<file path="src/rtl/multicycle_control.sv">
// rtl/multicycle_control.sv - Moore sequencer and ALU decoder for the multicycle RISC-V datapath
module multicycle_control (
  input  logic       clk,
  input  logic       rst,
  input  logic [6:0] op,
  input  logic [2:0] funct3,
  input  logic       funct7b5,
  input  logic       zero,
  output logic       pc_write,
  output logic       adr_src,
  output logic       mem_write,
  output logic       ir_write,
  output logic [1:0] result_src,
  output logic [1:0] alu_src_a,
  output logic [1:0] alu_src_b,
  output logic [2:0] alu_control,
  output logic       reg_write,
  output logic [3:0] state
);

  typedef enum logic [3:0] {
    S_FETCH    = 4'd0,
    S_DECODE   = 4'd1,
    S_MEMADR   = 4'd2,
    S_MEMREAD  = 4'd3,
    S_MEMWB    = 4'd4,
    S_MEMWRITE = 4'd5,
    S_EXECUTER = 4'd6,
    S_EXECUTEI = 4'd7,
    S_ALUWB    = 4'd8,
    S_BEQ      = 4'd9,
    S_JAL      = 4'd10
  } state_t;

  localparam logic [6:0] OP_LW   = 7'b0000011;
  localparam logic [6:0] OP_SW   = 7'b0100011;
  localparam logic [6:0] OP_R    = 7'b0110011;
  localparam logic [6:0] OP_I    = 7'b0010011;
  localparam logic [6:0] OP_BEQ  = 7'b1100011;
  localparam logic [6:0] OP_JAL  = 7'b1101111;

  state_t     state_q;
  state_t     state_d;
  state_t     cur;
  logic [1:0] alu_op;
  logic       pc_update;
  logic       branch;
  logic       ir_write_s;
  logic       mem_write_s;
  logic       reg_write_s;

  always_ff @(posedge clk) begin
    if (!rst) state_q <= S_FETCH;
    else      state_q <= state_d;
  end

  // While reset is held the outputs already look like FETCH, minus the write enables.
  assign cur   = rst ? state_q : S_FETCH;
  assign state = cur;

  always_comb begin
    state_d = S_FETCH;
    case (state_q)
      S_FETCH:  state_d = S_DECODE;
      S_DECODE: begin
        case (op)
          OP_LW, OP_SW: state_d = S_MEMADR;
          OP_R:         state_d = S_EXECUTER;
          OP_I:         state_d = S_EXECUTEI;
          OP_BEQ:       state_d = S_BEQ;
          OP_JAL:       state_d = S_JAL;
          default:      state_d = S_FETCH;
        endcase
      end
      S_MEMADR:   state_d = (op == OP_LW) ? S_MEMREAD : S_MEMWRITE;
      S_MEMREAD:  state_d = S_MEMWB;
      S_EXECUTER: state_d = S_ALUWB;
      S_EXECUTEI: state_d = S_ALUWB;
      S_JAL:      state_d = S_ALUWB;
      default:    state_d = S_FETCH;
    endcase
  end

  always_comb begin
    adr_src     = 1'b0;
    ir_write_s  = 1'b0;
    mem_write_s = 1'b0;
    reg_write_s = 1'b0;
    result_src  = 2'b00;
    alu_src_a   = 2'b00;
    alu_src_b   = 2'b00;
    alu_op      = 2'b00;
    pc_update   = 1'b0;
    branch      = 1'b0;
    case (cur)
      S_FETCH: begin
        ir_write_s = 1'b1;
        alu_src_b  = 2'b10;
        result_src = 2'b10;
        pc_update  = 1'b1;
      end
      S_DECODE: begin
        alu_src_a = 2'b01;
        alu_src_b = 2'b01;
      end
      S_MEMADR: begin
        alu_src_a = 2'b10;
        alu_src_b = 2'b01;
      end
      S_MEMREAD: adr_src = 1'b1;
      S_MEMWB: begin
        result_src  = 2'b01;
        reg_write_s = 1'b1;
      end
      S_MEMWRITE: begin
        adr_src     = 1'b1;
        mem_write_s = 1'b1;
      end
      S_EXECUTER: begin
        alu_src_a = 2'b10;
        alu_op    = 2'b10;
      end
      S_EXECUTEI: begin
        alu_src_a = 2'b10;
        alu_src_b = 2'b01;
        alu_op    = 2'b10;
      end
      S_ALUWB: reg_write_s = 1'b1;
      S_BEQ: begin
        alu_src_a = 2'b10;
        alu_op    = 2'b01;
        branch    = 1'b1;
      end
      S_JAL: begin
        alu_src_a = 2'b01;
        alu_src_b = 2'b10;
        pc_update = 1'b1;
      end
      default: ;
    endcase
  end

  assign pc_write  = rst & (pc_update | (branch & zero));
  assign ir_write  = rst & ir_write_s;
  assign mem_write = rst & mem_write_s;
  assign reg_write = rst & reg_write_s;

  always_comb begin
    alu_control = 3'b000;
    case (alu_op)
      2'b01: alu_control = 3'b001;
      2'b10: begin
        case (funct3)
          3'b000:  alu_control = (op[5] & funct7b5) ? 3'b001 : 3'b000;
          3'b010:  alu_control = 3'b101;
          3'b110:  alu_control = 3'b011;
          3'b111:  alu_control = 3'b010;
          default: alu_control = 3'b000;
        endcase
      end
      default: alu_control = 3'b000;
    endcase
  end

endmodule

</file>
<file path="config.mk">
export PLATFORM = sky130hd
export DESIGN_NAME = multicycle_control
export DESIGN_NICKNAME = d
export VERILOG_FILES = /design/src/rtl/multicycle_control.sv
export SDC_FILE = /design/constraint.sdc
export NUM_CORES = 1
export LEC_CHECK = 0
export CAP_MARGIN = 10
export CORE_MARGIN = 2
export CORE_UTILIZATION = 41
export DETAILED_ROUTE_END_ITERATION = 6
export GPL_TIMING_DRIVEN = 0
export PLACE_DENSITY = 0.93
export SLEW_MARGIN = 20
export SYNTH_ARGS = -nofsm -noshare
export SYNTH_HDL_FRONTEND = slang
export SYNTH_SLANG_ARGS = --single-unit
</file>
<file path="constraint.sdc">
create_clock -name clk -period 3.8 [get_ports clk]
set_input_delay 0.57 -clock clk [delete_from_list [all_inputs] [get_ports clk]]
set_output_delay 0.57 -clock clk [all_outputs]
set_load 0.005 [all_outputs]
</file>
# == Yosys cells after proc, flatten, opt, wreduce, memory -nomap -nowiden ==
# Cells that the tools add are included.
# word_totals
ff_bits,4
inputBits,14
out_inout_bits,18
wordCells,64
# op_classes
eq_ne,27
muxes,17
bitwise,7
reduce_logical,12
# ops
op,n
case mux 4 bit (5 select lines),2
equality test 4 x 3 -> 1 bit (second input constant),6
equality test 4 x 2 -> 1 bit (second input constant),4
equality test 4 bit (second input constant),4
case mux 2 bit (2 select lines),4
equality test 7 x 6 -> 1 bit (second input constant),2
equality test 7 bit (second input constant),2
case mux 3 bit (4 select lines),1
OR reduction 2 bit,6
equality test 4 x 1 -> 1 bit (second input constant),2
zero test 4 bit,2
equality test 7 x 2 -> 1 bit (second input constant),1
equality test 7 x 5 -> 1 bit (second input constant),1
two-way mux 1 bit,7
bitwise AND 1 bit,6
equality test 3 bit (second input constant),2
case mux 3 bit (2 select lines),1
OR reduction 3 bit,2
two-way mux 4 bit,1
OR reduction 4 bit,1
equality test 3 x 2 -> 1 bit (second input constant),1
zero test 3 bit,1
two-way mux 3 bit,1
equality test 2 x 1 -> 1 bit (second input constant),1
other kinds (2),2

# == Longest topological paths before layout ==
# Gate-level depths: netlist (run 1).
# depth
word_depth,6
ltp_mapped,8
mapped_depth_nobuf,7

# == Least setup slack after synthesis (run 1) ==
# OpenSTA, ideal clock, no wires.
# synth_path
kind,flip-flop to output port
startpoint,register state_q[0]
endpoint,output port alu_control[2]
t_arrival_ns,1.610
required_time_ns,3.230
slack_ns,1.620
path_stages_with_launch,7
path_buffers,1
cell_sequence,dfxtp_1 clkbuf_1 nand2_1 inv_1 nand3_1 ha_1 nor4_1
# synth_between
elab_chain_cells,6
elab_cells_between_ends,9
classes_between,eq/ne: 5; mux: 3; reduce/logical: 1
# synth_lines
element,line_no,source
from (decl),42,state_t state_q;
from (signal assigned),54,else state_q <= state_d;
two-way mux 4 bit (*),58,assign cur = rst ? state_q : S_FETCH;
via state[0],18,output logic [3:0] state
equality test 4 x 3 -> 1 bit,95,case (cur)
OR reduction 2 bit (no line),-,
case mux 2 bit (2 select lines) (*),95,
equality test 2 bit or equality test 2 x 1 -> 1 bit (tied branches),150,case (alu_op)
case mux 3 bit (2 select lines) (*),150,
to (decl),16,"output logic [2:0] alu_control,"
# Mark *: on every way through the listed nets, which the timed path passes. The rest lies on a longest branch.

# == Worst setup path after layout (run 1) ==
# layout_path
startpoint,register state_q[0]
endpoint,output port alu_control[2]
# layout_between
elab_chain_cells,6
elab_cells_between_ends,9
classes_between,eq/ne: 5; mux: 3; reduce/logical: 1
# layout_lines
element,line_no
two-way mux 4 bit (*),58
equality test 4 x 3 -> 1 bit,95
OR reduction 2 bit (no line),-
case mux 2 bit (2 select lines) (*),95
equality test 2 bit or equality test 2 x 1 -> 1 bit (tied branches),150
case mux 3 bit (2 select lines) (*),150
# Every way passes the cells marked *; elsewhere a longest branch is shown, timed or not.

==> results by group, run 1 <==
Clocking
  – Clock insertion delay at the later pin of the skew report: about 0.25 ns
  – Max Buffers Root-to-Sink: 2
  – Worst-path clk slew: 0.04 ns
  – Clock tree from TritonCTS: done
  – Post-CTS repair timing setup buffer count: 0
  – Clock tree sinks: 4
  – Number of clock buffers inserted by TritonCTS: 3
  – Hold-fix buffers, CTS: 0
  – H-tree levels: 1
  – Clock tree root buffer cell: clkbuf_4
  – Resized cells post-CTS: 0

Placed design
  – Number of input and output port buffers inserted: 31
  – Routability congestion estimate from global placement: 0.821
  – Post-Place Cells: roughly 130
  – Area post-placement: between 900 and 1000 sq um
  – Detailed placement HPWL: between 1000 and 1500 microns

Yosys
  – Post-synth top cells: nand2_1, clkbuf_1, inv_1, nor2b_1
  – Syn_nets: 98
  – Most frequent cell after synthesis: nand2_1
  – Multiplexer share of the synthesized area: 0%
  – Share of the synthesized area in the top cell type: a little over an eighth
  – Number of distinct standard cells referenced by the synthesized netlist: 37
  – Synthesized instance count: 82
  – Count of synthesis-stage warnings from yosys: 0
  – Post-synthesis register bit count: 4
  – Primary FF master, synth: dfxtp_1
  – Number of flops mapped to enable cells by yosys: 0
  – Compound-cell area share of the yosys netlist: about 23%
  – Area fraction in and, or, nand and nor cells after synthesis: between 40% and 50%
  – Cell types with the largest area share after synthesis: dfxtp_1, and3b_1, xnor2_1
  – Async SR Flop Fraction: 0%
  – Seq/Total Area, Yosys: 13.0%
  – Combinational family with the most area after synthesis: simple AND/OR/NAND/NOR gates
  – Synth Area in XOR/XNOR: under 10%
  – Post-synthesis instance area: roughly 620 sq um
  – Mean instance size in the synthesized netlist: around 7.5 sq um
  – Synth Area in Adders: between 4 and 5%
  – Top cell type by total area after synthesis: dfxtp_1

Layout
  – Flip-flop count of the largest register, all copies and words added: 4
  – Register bank with the most flops: state_q
  – Final design instance area without fill: just under 1000 sq um
  – Number of diodes: 0
  – Final Net Count: roughly 130
  – Ratio of cells with drive above 1 in the final layout: about 7%
  – Flip-flop and latch area: roughly 80 sq um
  – Footprint of the multi-input gates: 490 sq um
  – Area overhead of the layout relative to synthesis: 57.1%
  – Total of fill cells in the finished design: 117
  – Number of standard cells in the final layout excluding fillers: around 130
  – Largest registers ranked by flip-flop count: state_q: 4 flops
  – Post-layout utilization of the core: between 70% and 80%

Flow run
  – Max Cap Violations: 0

STA
  – Fmax achieved: roughly 310 MHz
  – Transition time at the pin with the least slew margin: ~0.45 ns
  – Headroom to the max-slew limit: between 60% and 70%
  – Hold Violations, Final: 0
  – Accumulated negative setup slack: 0 ns
  – Fin Clk Skew: 0.00555 ns
  – Max-slew violations: 0
  – Shortest clock period the worst path allows after layout: 3.24 ns
  – RSZ-0062 raised after global routing: false
  – Fin crit share: around 85%
  – Final Setup Violations: 0

Worst setup path
  – Crit-path max FO: 10
  – Cell type of the slowest stage on the worst timing path: clkdlybuf4s50_1
  – Classification of the worst setup path: flop to output port
  – Critical Path AT: 2.67 ns
  – Worst setup SP type: flop
  – Highest cell delay on the worst timing path: ~0.54 ns
  – Crit path capture type: output port
  – Cell breakdown of the critical path: clkbuf_1, nand2_1, inv_1, nand3_1, ha_1, nor4_1, clkdlybuf4s50_1
  – Logic depth of the worst register-to-register path: 3
  – Data required time at the worst endpoint: ~3.2 ns

Global routing
  – Wire length of the first global-routing pass: around 3200 microns
  – GR Layer Usage met2: approximately 43%
  – Global routing met1 resource utilization: 25.6%
  – Global route overflow: 0
  – Top Usage Layer GRT: met2
  – Pin count of the biggest net entering global routing: 11
  – Number of antenna violations at the first check in global routing: 0
  – Overall track demand over capacity in global routing: between 20% and 30%
  – Met3 routing resource usage after global routing: ~8.5%
  – Via count of the first global-routing pass: approximately 750

Floorplan
  – Row count: 13
  – Placeable core region: about 1400 sq um
  – Initial standard-cell utilization of the core: between 40% and 50%
  – Die height: approximately 43 microns
  – I/O pin cnt: 32
  – Area of the die: around 1800 sq um
  – Horizontal extent of the die: ~43 microns

Power
  – Worst-case vdd ir drop: approximately 0.15 mV
  – Seq pwr share: 30.0%
  – Sw frac: roughly 29%
  – Power density normalized to cell area: ~160 nW/um^2
  – Switching Power: between 40 and 50 uW
  – Leakage dissipation: roughly 0.34 nW
  – Gate power share: between 30% and 40%
  – Clock power share: 37.6%
  – Pint: ~110 uW

Routing
  – Via count: roughly 760
  – Routed Wire Length: roughly 1900 microns
  – Count of unresolved DRC violations after routing: 0
  – Detailed-router iteration count before antenna repair: 4
  – Routed wire length per instance: 14.3 microns
  – Number of violations reported at the end of detailed-routing iteration 0: 18
  – Drt via density: a little under 6
  – Remaining antenna violation count: 0

Worst hold path
  – Kind of path behind the tightest hold check: flop to flop
  – Hold path depth: 2

Outcome
  – Run status: completed
metal layers:
metal  wire, microns  vias to the layer above  part of all wire (%)
met5               0                        -                     0
met4               7                        0                  0.37
met3             146                        3                   7.8
met2             987                       27                    53
met1             738                      361                    39
li1                -                      373                     -
critical path: cells and delay by family (launching register included):
family | cells | cell delay, ns
and+or+nand+nor | 3 | 0.49
DFF | 1 | 0.48
adders and majority gates | 1 | 0.36
buffers and inverters | 3 | 1.08
final cells by class:
cell class              instances  share of cell area, %
multi-input cells              67                   50.7
repair buffers                 31                   32.1
flip-flops and latches          4                   8.28
plain buffers                   6                   2.72
clock buffers                   3                   2.33
inverters                       5                   1.94
well taps                      15                   1.94
cells by family after synthesis:
family,count (synthesis)
AND/OR/NAND/NOR,45
flip-flops,4
adder cells (fa/ha/maj),2
buffers and inverters,11
XOR/XNOR,4
AO/OA/AOI/OAI,16
cells in the final DEF (no fill, tap or decap), types with 3 or more instances in the layout:
| cell type | Yosys | routed |
|---|---|---|
| and2_1 | 4 | 4 |
| and3b_1 | 4 | 4 |
| clkbuf_1 | 5 | 5 |
| clkbuf_4 | 0 | 3 |
| clkdlybuf4s50_1 | 0 | 31 |
| dfxtp_1 | 4 | 4 |
| inv_1 | 5 | 5 |
| nand2_1 | 6 | 6 |
| nor2_1 | 4 | 4 |
| nor2b_1 | 5 | 5 |
| nor3b_1 | 4 | 4 |
| o21ai_0 | 4 | 4 |
| xnor2_1 | 4 | 4 |
power by group through the flow:
stage                     logic, mW  registers (mW)  clock network [mW]
after global routing         0.0527          0.0452              0.0603
after floorplan              0.0186          0.0451                   0
after CTS                    0.0488          0.0450              0.0580
after detailed placement     0.0484          0.0457                   0
after global placement       0.0470          0.0456                   0
final                        0.0489          0.0452              0.0566
metrics by stage:
stage	setup slack, ns	power (mW)	hold slack (ns)
finish	0.563	0.151	0.680
floorplan	1.62	0.0637	0.573
global route	0.349	0.158	0.686
detailed placement	0.640	0.0941	0.653
global placement	0.688	0.0926	0.636
CTS	0.602	0.152	0.654
final timing paths:
| path | start | to | slack [ns] |
|---|---|---|---|
| max | state_q[0]$_SDFF_PN0_ | alu_control[2] | 0.56 |
| min | state_q[0]$_SDFF_PN0_ | state_q[3]$_SDFF_PN0_ | 0.68 |
| max reg2reg | state_q[0]$_SDFF_PN0_ | state_q[1]$_SDFF_PN0_ | 2.23 |
| min reg2reg | state_q[0]$_SDFF_PN0_ | state_q[3]$_SDFF_PN0_ | 0.68 |
(Power assumes the default switching activity.)
==> run 2, diff against run 1 <==
--- a/config.mk
+++ b/config.mk
@@ -6,11 +6,11 @@
 export NUM_CORES = 1
 export LEC_CHECK = 0
 export CAP_MARGIN = 10
-export CORE_MARGIN = 2
-export CORE_UTILIZATION = 41
+export CORE_AREA = 2 2 39 41
 export DETAILED_ROUTE_END_ITERATION = 6
-export GPL_TIMING_DRIVEN = 0
-export PLACE_DENSITY = 0.93
+export DIE_AREA = 0 0 41 43
+export DONT_BUFFER_PORTS = 1
+export PLACE_DENSITY = 0.71
 export SLEW_MARGIN = 20
 export SYNTH_ARGS = -nofsm -noshare
 export SYNTH_HDL_FRONTEND = slang
==> run 2 against run 1 <==
  * Largest power group unchanged
  * Flip-flop and latch count unchanged
  * Non-clock buffer count shrank 37
  * Sequential power increased by 4%
  * Clock skew grew 0.00066 ns
  * Global-route usage fell by 5.7 points
  * Critical path depth shrank 2
  * Combinational power decreased by 65%
  * Via count down 22%
  * Count of clock-buffer cells in the layout stayed put
  * Die area decreased by 3.5%
  * Hold slack got worse by 0.21 ns
==> results by group, run 2 (synthesis gave the netlist of run 1 again) <==
Layout
  – Number of diodes: 0 (unchanged)
  – Flip-flop count of the largest register, all copies and words added: 4 (unchanged)
  – Most common cell after layout, fill and taps aside: nand2_1
  – Final Net Count: 97 (-28%)
  – Largest registers ranked by flip-flop count: state_q: 4 flops
  – Commonest cells after routing, fill and taps aside: nand2_1, nor2b_1, inv_1
  – Total of fill cells in the finished design: 148 (+26%)
  – Flip-flop and latch area: 80.1 sq um (unchanged)
  – Number of standard cells in the final layout excluding fillers: 95 (-27%)
  – Footprint of the multi-input gates: 490 sq um (unchanged)
  – Ratio of cells with drive above 1 in the final layout: 8.86% (+2.0 points)
  – Register bank with the most flops: state_q
  – Area overhead of the layout relative to synthesis: 2.64%

STA
  – Fin crit share: 67.2% (-18 points)
  – Shortest clock period the worst path allows after layout: 2.55 ns (-0.685 ns)
  – Worst hold slack across all endpoints: 0.471 ns (-0.209 ns)
  – Final Setup Violations: 0 (unchanged)
  – Hold Violations, Final: 0 (unchanged)
  – Fmax achieved: 392 MHz (+27%)
  – Accumulated negative setup slack: 0 ns (unchanged)
  – RSZ-0062 raised after global routing: false
  – Fin Clk Skew: 0.00621 ns (+0.000659 ns)
  – Transition time at the pin with the least slew margin: 0.575 ns (+0.123 ns)
  – Max-slew violations: 0 (unchanged)
  – Headroom to the max-slew limit: 61.6% (-8.2 points)

Routing
  – Remaining antenna violation count: 0 (unchanged)
  – Number of violations reported at the end of detailed-routing iteration 0: 9 (-9)
  – Count of unresolved DRC violations after routing: 0 (unchanged)
  – Detailed-router iteration count before antenna repair: 4 (unchanged)
  – Drt via density: 6.26 (+7.4%)
  – Via count: 595 (-22%)
  – Routed Wire Length: 1340 microns (-28%)
  – Routed wire length per instance: 14.1 microns (-1.4%)

Placed design
  – Post-Place Cells: 92 (-28%)
  – Number of input and output port buffers inserted: 0 (-100%)
  – Routability congestion estimate from global placement: 0.804 (-2.1%)
  – Detailed placement HPWL: 993 microns (-32%)

Clocking
  – Max Buffers Root-to-Sink: 2 (unchanged)
  – Post-CTS repair timing setup buffer count: 0 (unchanged)
  – Clock tree root buffer cell: clkbuf_4
  – Clock tree from TritonCTS: done
  – Worst-path clk slew: 0.04 ns (about the same)
  – Clock tree sinks: 4 (unchanged)
  – Clock insertion delay at the later pin of the skew report: 0.24 ns (about the same)
  – H-tree levels: 1 (unchanged)
  – Hold-fix buffers, CTS: 0 (unchanged)
  – Resized cells post-CTS: 0 (unchanged)
  – Number of clock buffers inserted by TritonCTS: 3 (unchanged)

Worst setup path
  – Critical Path AT: 1.98 ns (-0.69 ns)
  – Launching element of the worst setup path: state_q[0]$_SDFF_PN0_
  – Setup slack on the worst flop-to-flop path: 1.95 ns (-0.28 ns)
  – Classification of the worst setup path: flop to output port
  – Data required time at the worst endpoint: 3.23 ns (about the same)
  – Origin of the critical flop-to-flop path: state_q[1]$_SDFF_PN0_
  – Worst setup SP type: flop
  – Crit-path max FO: 16 (+6)
  – Crit path capture type: output port

Floorplan
  – Horizontal extent of the die: 41 microns (-4.1%)
  – Initial standard-cell utilization of the core: 44.5% (-1.1 points)
  – Row count: 14 (+1)
  – I/O pin cnt: 32 (unchanged)
  – Die height: 43 microns (+0.58%)
  – Area of the die: 1760 sq um (-3.5%)
  – Placeable core region: 1380 sq um (+2.5%)

Worst hold path
  – Hold Startpoint: rst
  – Kind of path behind the tightest hold check: input pin to flop

Global routing
  – Overall track demand over capacity in global routing: 17.5% (-5.7 points)
  – Number of antenna violations at the first check in global routing: 0 (unchanged)
  – Wire length of the first global-routing pass: 2090 microns (-35%)
  – Global route overflow: 0 (unchanged)
  – Via count of the first global-routing pass: 495 (-34%)
  – Pin count of the biggest net entering global routing: 19 (+8)

Power
  – Power density normalized to cell area: 190 nW/um^2 (+22%)
  – Worst-case vdd ir drop: 0.0908 mV (-39%)
  – Leakage dissipation: 0.218 nW (-37%)
  – Design Power: 120 uW (-21%)

Flow run
  – Max Cap Violations: 0 (unchanged)

Outcome
  – Run status: completed
-- run 2: layer usage --
| metal | GRT usage (%) | wire (microns) |
|---|---|---|
| met5 | 0 | 0 |
| met4 | 12.0 | 0 |
| met3 | 3.14 | 86 |
| met2 | 26.6 | 685 |
| met1 | 20.8 | 571 |
-- run 2: cell type report --
class | count | area share [%]
multi-input cells | 67 | 77.6
clock buffers | 3 | 3.56
well taps | 16 | 3.17
inverters | 5 | 2.97
flip-flops and latches | 4 | 12.7
-- run 2: per-stage QoR --
stage	area (sq um)	util, %	setup slack [ns]
finish	632	45.7	1.25
global route	632	45.7	1.05
CTS	632	45.7	1.23
detailed placement	609	44.0	1.48
global placement	609	44.0	1.55
floorplan	616	-	1.62
-- run 2: path summary, 6_finish.rpt --
| path | endpoint | cells past startpoint |
|---|---|---|
| worst max-delay path | alu_control[2] | 5 |
| worst min-delay path | state_q[1]$_SDFF_PN0_ | 1 |
| worst max register to register | state_q[1]$_SDFF_PN0_ | 3 |
| worst min register to register | state_q[0]$_SDFF_PN0_ | 1 |
-- run 2: report_power, final --
| part | switching [mW] | internal [mW] |
|---|---|---|
| sequential | 0.00390 | 0.0431 |
| combinational | 0.00815 | 0.00888 |
| clock | 0.0202 | 0.0355 |
| total | 0.0322 | 0.0875 |
-- run 2: critical path: stages, from the launching register on --
cell     delay (ns)
dfxtp_1        0.62
nand2_1        0.17
inv_1          0.14
nand3_1        0.11
ha_1           0.36
nor4_1         0.34
==> run 3, diff against run 2 <==
--- a/config.mk
+++ b/config.mk
@@ -10,7 +10,7 @@
 export DETAILED_ROUTE_END_ITERATION = 6
 export DIE_AREA = 0 0 41 43
 export DONT_BUFFER_PORTS = 1
-export PLACE_DENSITY = 0.71
+export PLACE_DENSITY = 0.73
 export SLEW_MARGIN = 20
 export SYNTH_ARGS = -nofsm -noshare
 export SYNTH_HDL_FRONTEND = slang
==> constraint.sdc (replaced) <==
create_clock -name clk -period 2.2 [get_ports clk]
set_input_delay 0.33 -clock clk [delete_from_list [all_inputs] [get_ports clk]]
set_output_delay 0.33 -clock clk [all_outputs]
set_load 0.005 [all_outputs]
==> run 3 against run 2 <==
  * Final area grew 6.7%
  * Power is 76% higher
  * Core utilization rose by 3.1 points
  * Clock skew rose by 0.0045 ns
  * Register-to-register slack worse by 1.5 ns
  * Largest power group unchanged
  * Setup slack got worse by 1.1 ns
  * Sequential power grew 66%
  * Sequential share of layout area fell by 0.61 points
  * Largest cell class unchanged
==> results by group, run 3 (synthesis gave the netlist of run 1 again) <==
Power
  – Worst-case vdd ir drop: 0.223 mV (+150%)
  – Leakage dissipation: 0.240 nW (+10%)
  – Sw frac: 27.4% (+0.45 points)
  – Clock power share: 46.0% (-0.5 points)
  – Seq pwr share: 36.8% (-2.5 points)
  – Power density normalized to cell area: 313 nW/um^2 (+65%)
  – Pint: 153 uW (+75%)
  – Design Power: 211 uW (+76%)
  – Gate power share: 17.2% (+3.0 points)
  – Switching Power: 57.8 uW (+79%)

Layout
  – Most common cell after layout, fill and taps aside: nand2_1
  – Number of diodes: 0 (unchanged)
  – Final Net Count: 101 (+4.1%)
  – Area overhead of the layout relative to synthesis: 9.55%
  – Flip-flop count of the largest register, all copies and words added: 4 (unchanged)
  – Commonest cells after routing, fill and taps aside: nand2_1, nor2b_1, inv_1
  – Register bank with the most flops: state_q
  – Post-layout utilization of the core: 48.7% (+3.1 points)
  – Ratio of cells with drive above 1 in the final layout: 16.9% (+8.0 points)
  – Largest registers ranked by flip-flop count: state_q: 4 flops

Worst setup path
  – Worst reg2reg endpoint: state_q[1]$_SDFF_PN0_
  – Capture point of the critical path: alu_control[2]
  – Crit path capture type: output port
  – Critical Path AT: 1.71 ns (-0.27 ns)
  – Setup slack on the worst flop-to-flop path: 0.46 ns (-1.49 ns)
  – Data required time at the worst endpoint: 1.87 ns (-1.36 ns)
  – Crit-path max FO: 9 (-7)
  – Launching element of the worst setup path: state_q[0]$_SDFF_PN0_
  – Classification of the worst setup path: flop to output port
  – Logic depth of the worst register-to-register path: 4 (+1)
  – Worst setup SP type: flop
  – Origin of the critical flop-to-flop path: state_q[1]$_SDFF_PN0_

Global routing
  – Pin count of the biggest net entering global routing: 15 (-4)
  – Global route overflow: 0 (unchanged)
  – Via count of the first global-routing pass: 543 (+9.7%)
  – Number of antenna violations at the first check in global routing: 0 (unchanged)
  – Wire length of the first global-routing pass: 2100 microns (+0.33%)
  – Overall track demand over capacity in global routing: 16.9% (-0.55 points)

Floorplan
  – Initial standard-cell utilization of the core: 44.5% (unchanged)
  – Placeable core region: 1380 sq um (unchanged)
  – I/O pin cnt: 32 (unchanged)
  – Area of the die: 1760 sq um (unchanged)
  – Horizontal extent of the die: 41 microns (unchanged)
  – Die height: 43 microns (unchanged)
  – Row count: 14 (unchanged)

STA
  – Fin Clk Skew: 0.0107 ns (+0.00451 ns)
  – Accumulated negative setup slack: 0 ns (unchanged)
  – RSZ-0062 raised after global routing: false
  – Transition time at the pin with the least slew margin: 0.359 ns (-0.215 ns)
  – Max-slew violations: 0 (unchanged)
  – Final Setup Violations: 0 (unchanged)
  – Fmax achieved: between 400 and 500 MHz
  – Hold Violations, Final: 0 (unchanged)
  – Fin crit share: between 90 and 100%
  – Shortest clock period the worst path allows after layout: 2.04 ns
  – Post-layout worst setup margin: 0.159 ns (-1.09 ns)
  – Headroom to the max-slew limit: 75.7% (+14 points)

Placed design
  – Routability congestion estimate from global placement: 0.838 (+4.3%)
  – Detailed placement HPWL: 1040 microns (+4.4%)
  – Pre-CTS setup slack: 0.356 ns (-1.13 ns)
  – Number of input and output port buffers inserted: 0 (unchanged)

Clocking
  – Clock insertion delay at the later pin of the skew report: 0.25 ns (about the same)
  – Clock tree root buffer cell: clkbuf_4
  – Number of clock buffers inserted by TritonCTS: 3 (unchanged)
  – H-tree levels: 1 (unchanged)
  – Max Buffers Root-to-Sink: 2 (unchanged)
  – Clock tree from TritonCTS: done
  – Worst-path clk slew: 0.04 ns (about the same)
  – Clock tree sinks: 4 (unchanged)
  – Post-CTS repair timing setup buffer count: 0 (unchanged)

Outcome
  – Run status: completed

Routing
  – Routed Wire Length: 1410 microns (+4.7%)
  – Count of unresolved DRC violations after routing: 0 (unchanged)
  – Detailed-router iteration count before antenna repair: 5 (+1)
  – Via count: 631 (+6.1%)
  – Remaining antenna violation count: 0 (unchanged)
  – Routed wire length per instance: 14.2 microns (+0.46%)
  – Number of violations reported at the end of detailed-routing iteration 0: 10 (+1)
  – Drt via density: 6.37 (+1.8%)

Flow run
  – Max Cap Violations: 0 (unchanged)

Worst hold path
  – Kind of path behind the tightest hold check: input pin to flop
-- run 3: cell count changes in the layout (fill, tap and decap cells not counted), sizes merged --
cell / before / now
buf: 0 / 4
-- run 3: layout make-up --
class,count,area (sq um)
timing repair buffer,4,30.0
inverter,5,18.8
clock buffer,3,22.5
fill,134,709
tap,16,20.0
sequential,4,81.3
multi-input combinational,67,502
-- run 3: power by group through the flow --
| stage | clock network, mW | logic [mW] | registers, mW |
|---|---|---|---|
| final | 0.0971 | 0.0363 | 0.0778 |
| after global routing | 0.102 | 0.0400 | 0.0781 |
| after detailed placement | 0 | 0.0360 | 0.0790 |
| after floorplan | 0 | 0.0321 | 0.0778 |
| after CTS | 0.0966 | 0.0361 | 0.0778 |
| after global placement | 0 | 0.0353 | 0.0787 |
-- run 3: per-layer routing --
metal	share of wire [%]	global-route usage (%)	wire, microns	vias up
met5	0	0	0	-
met4	0.78	8.00	11	0
met3	8.0	3.14	112	3
met2	50	28.1	701	26
met1	41	19.4	581	297
li1	-	-	-	305
-- run 3: worst max-delay path, stage by stage (launching register included) --
cell and delay [ns]:
dfxtp_1 0.45, nand2_1 0.14, inv_1 0.13, nand3_1 0.11, ha_1 0.37, nor4_2 0.26
-- run 3: through the flow --
stage | cells | hold slack, ns | instance area [sq um]
finish | 99 | 0.238 | 674
global route | 99 | 0.225 | 674
CTS | 99 | 0.227 | 662
detailed placement | 96 | 0.482 | 639
global placement | 96 | 0.480 | 639
floorplan | 82 | 0.522 | 616
-- run 3: worst min path at each step --
stage | startpoint | endpoint | slack (ns) | cells after the start
after floorplan | op[3] | state_q[3]$_SDFF_PN0_ | 0.52 | 3
after global placement | rst | state_q[3]$_SDFF_PN0_ | 0.48 | 2
after detailed placement | rst | state_q[3]$_SDFF_PN0_ | 0.48 | 2
after CTS | rst | state_q[3]$_SDFF_PN0_ | 0.23 | 2
after global routing | rst | state_q[3]$_SDFF_PN0_ | 0.22 | 2
final | rst | state_q[3]$_SDFF_PN0_ | 0.24 | 2
-- run 3: repair_timing --
| item | CTS | global route |
|---|---|---|
| gates resized for setup | 0 | 3 |
| hold buffers | 0 | 0 |
| endpoints found under the setup margin | 0 | 3 |
| hold endpoints to repair | 0 | 0 |
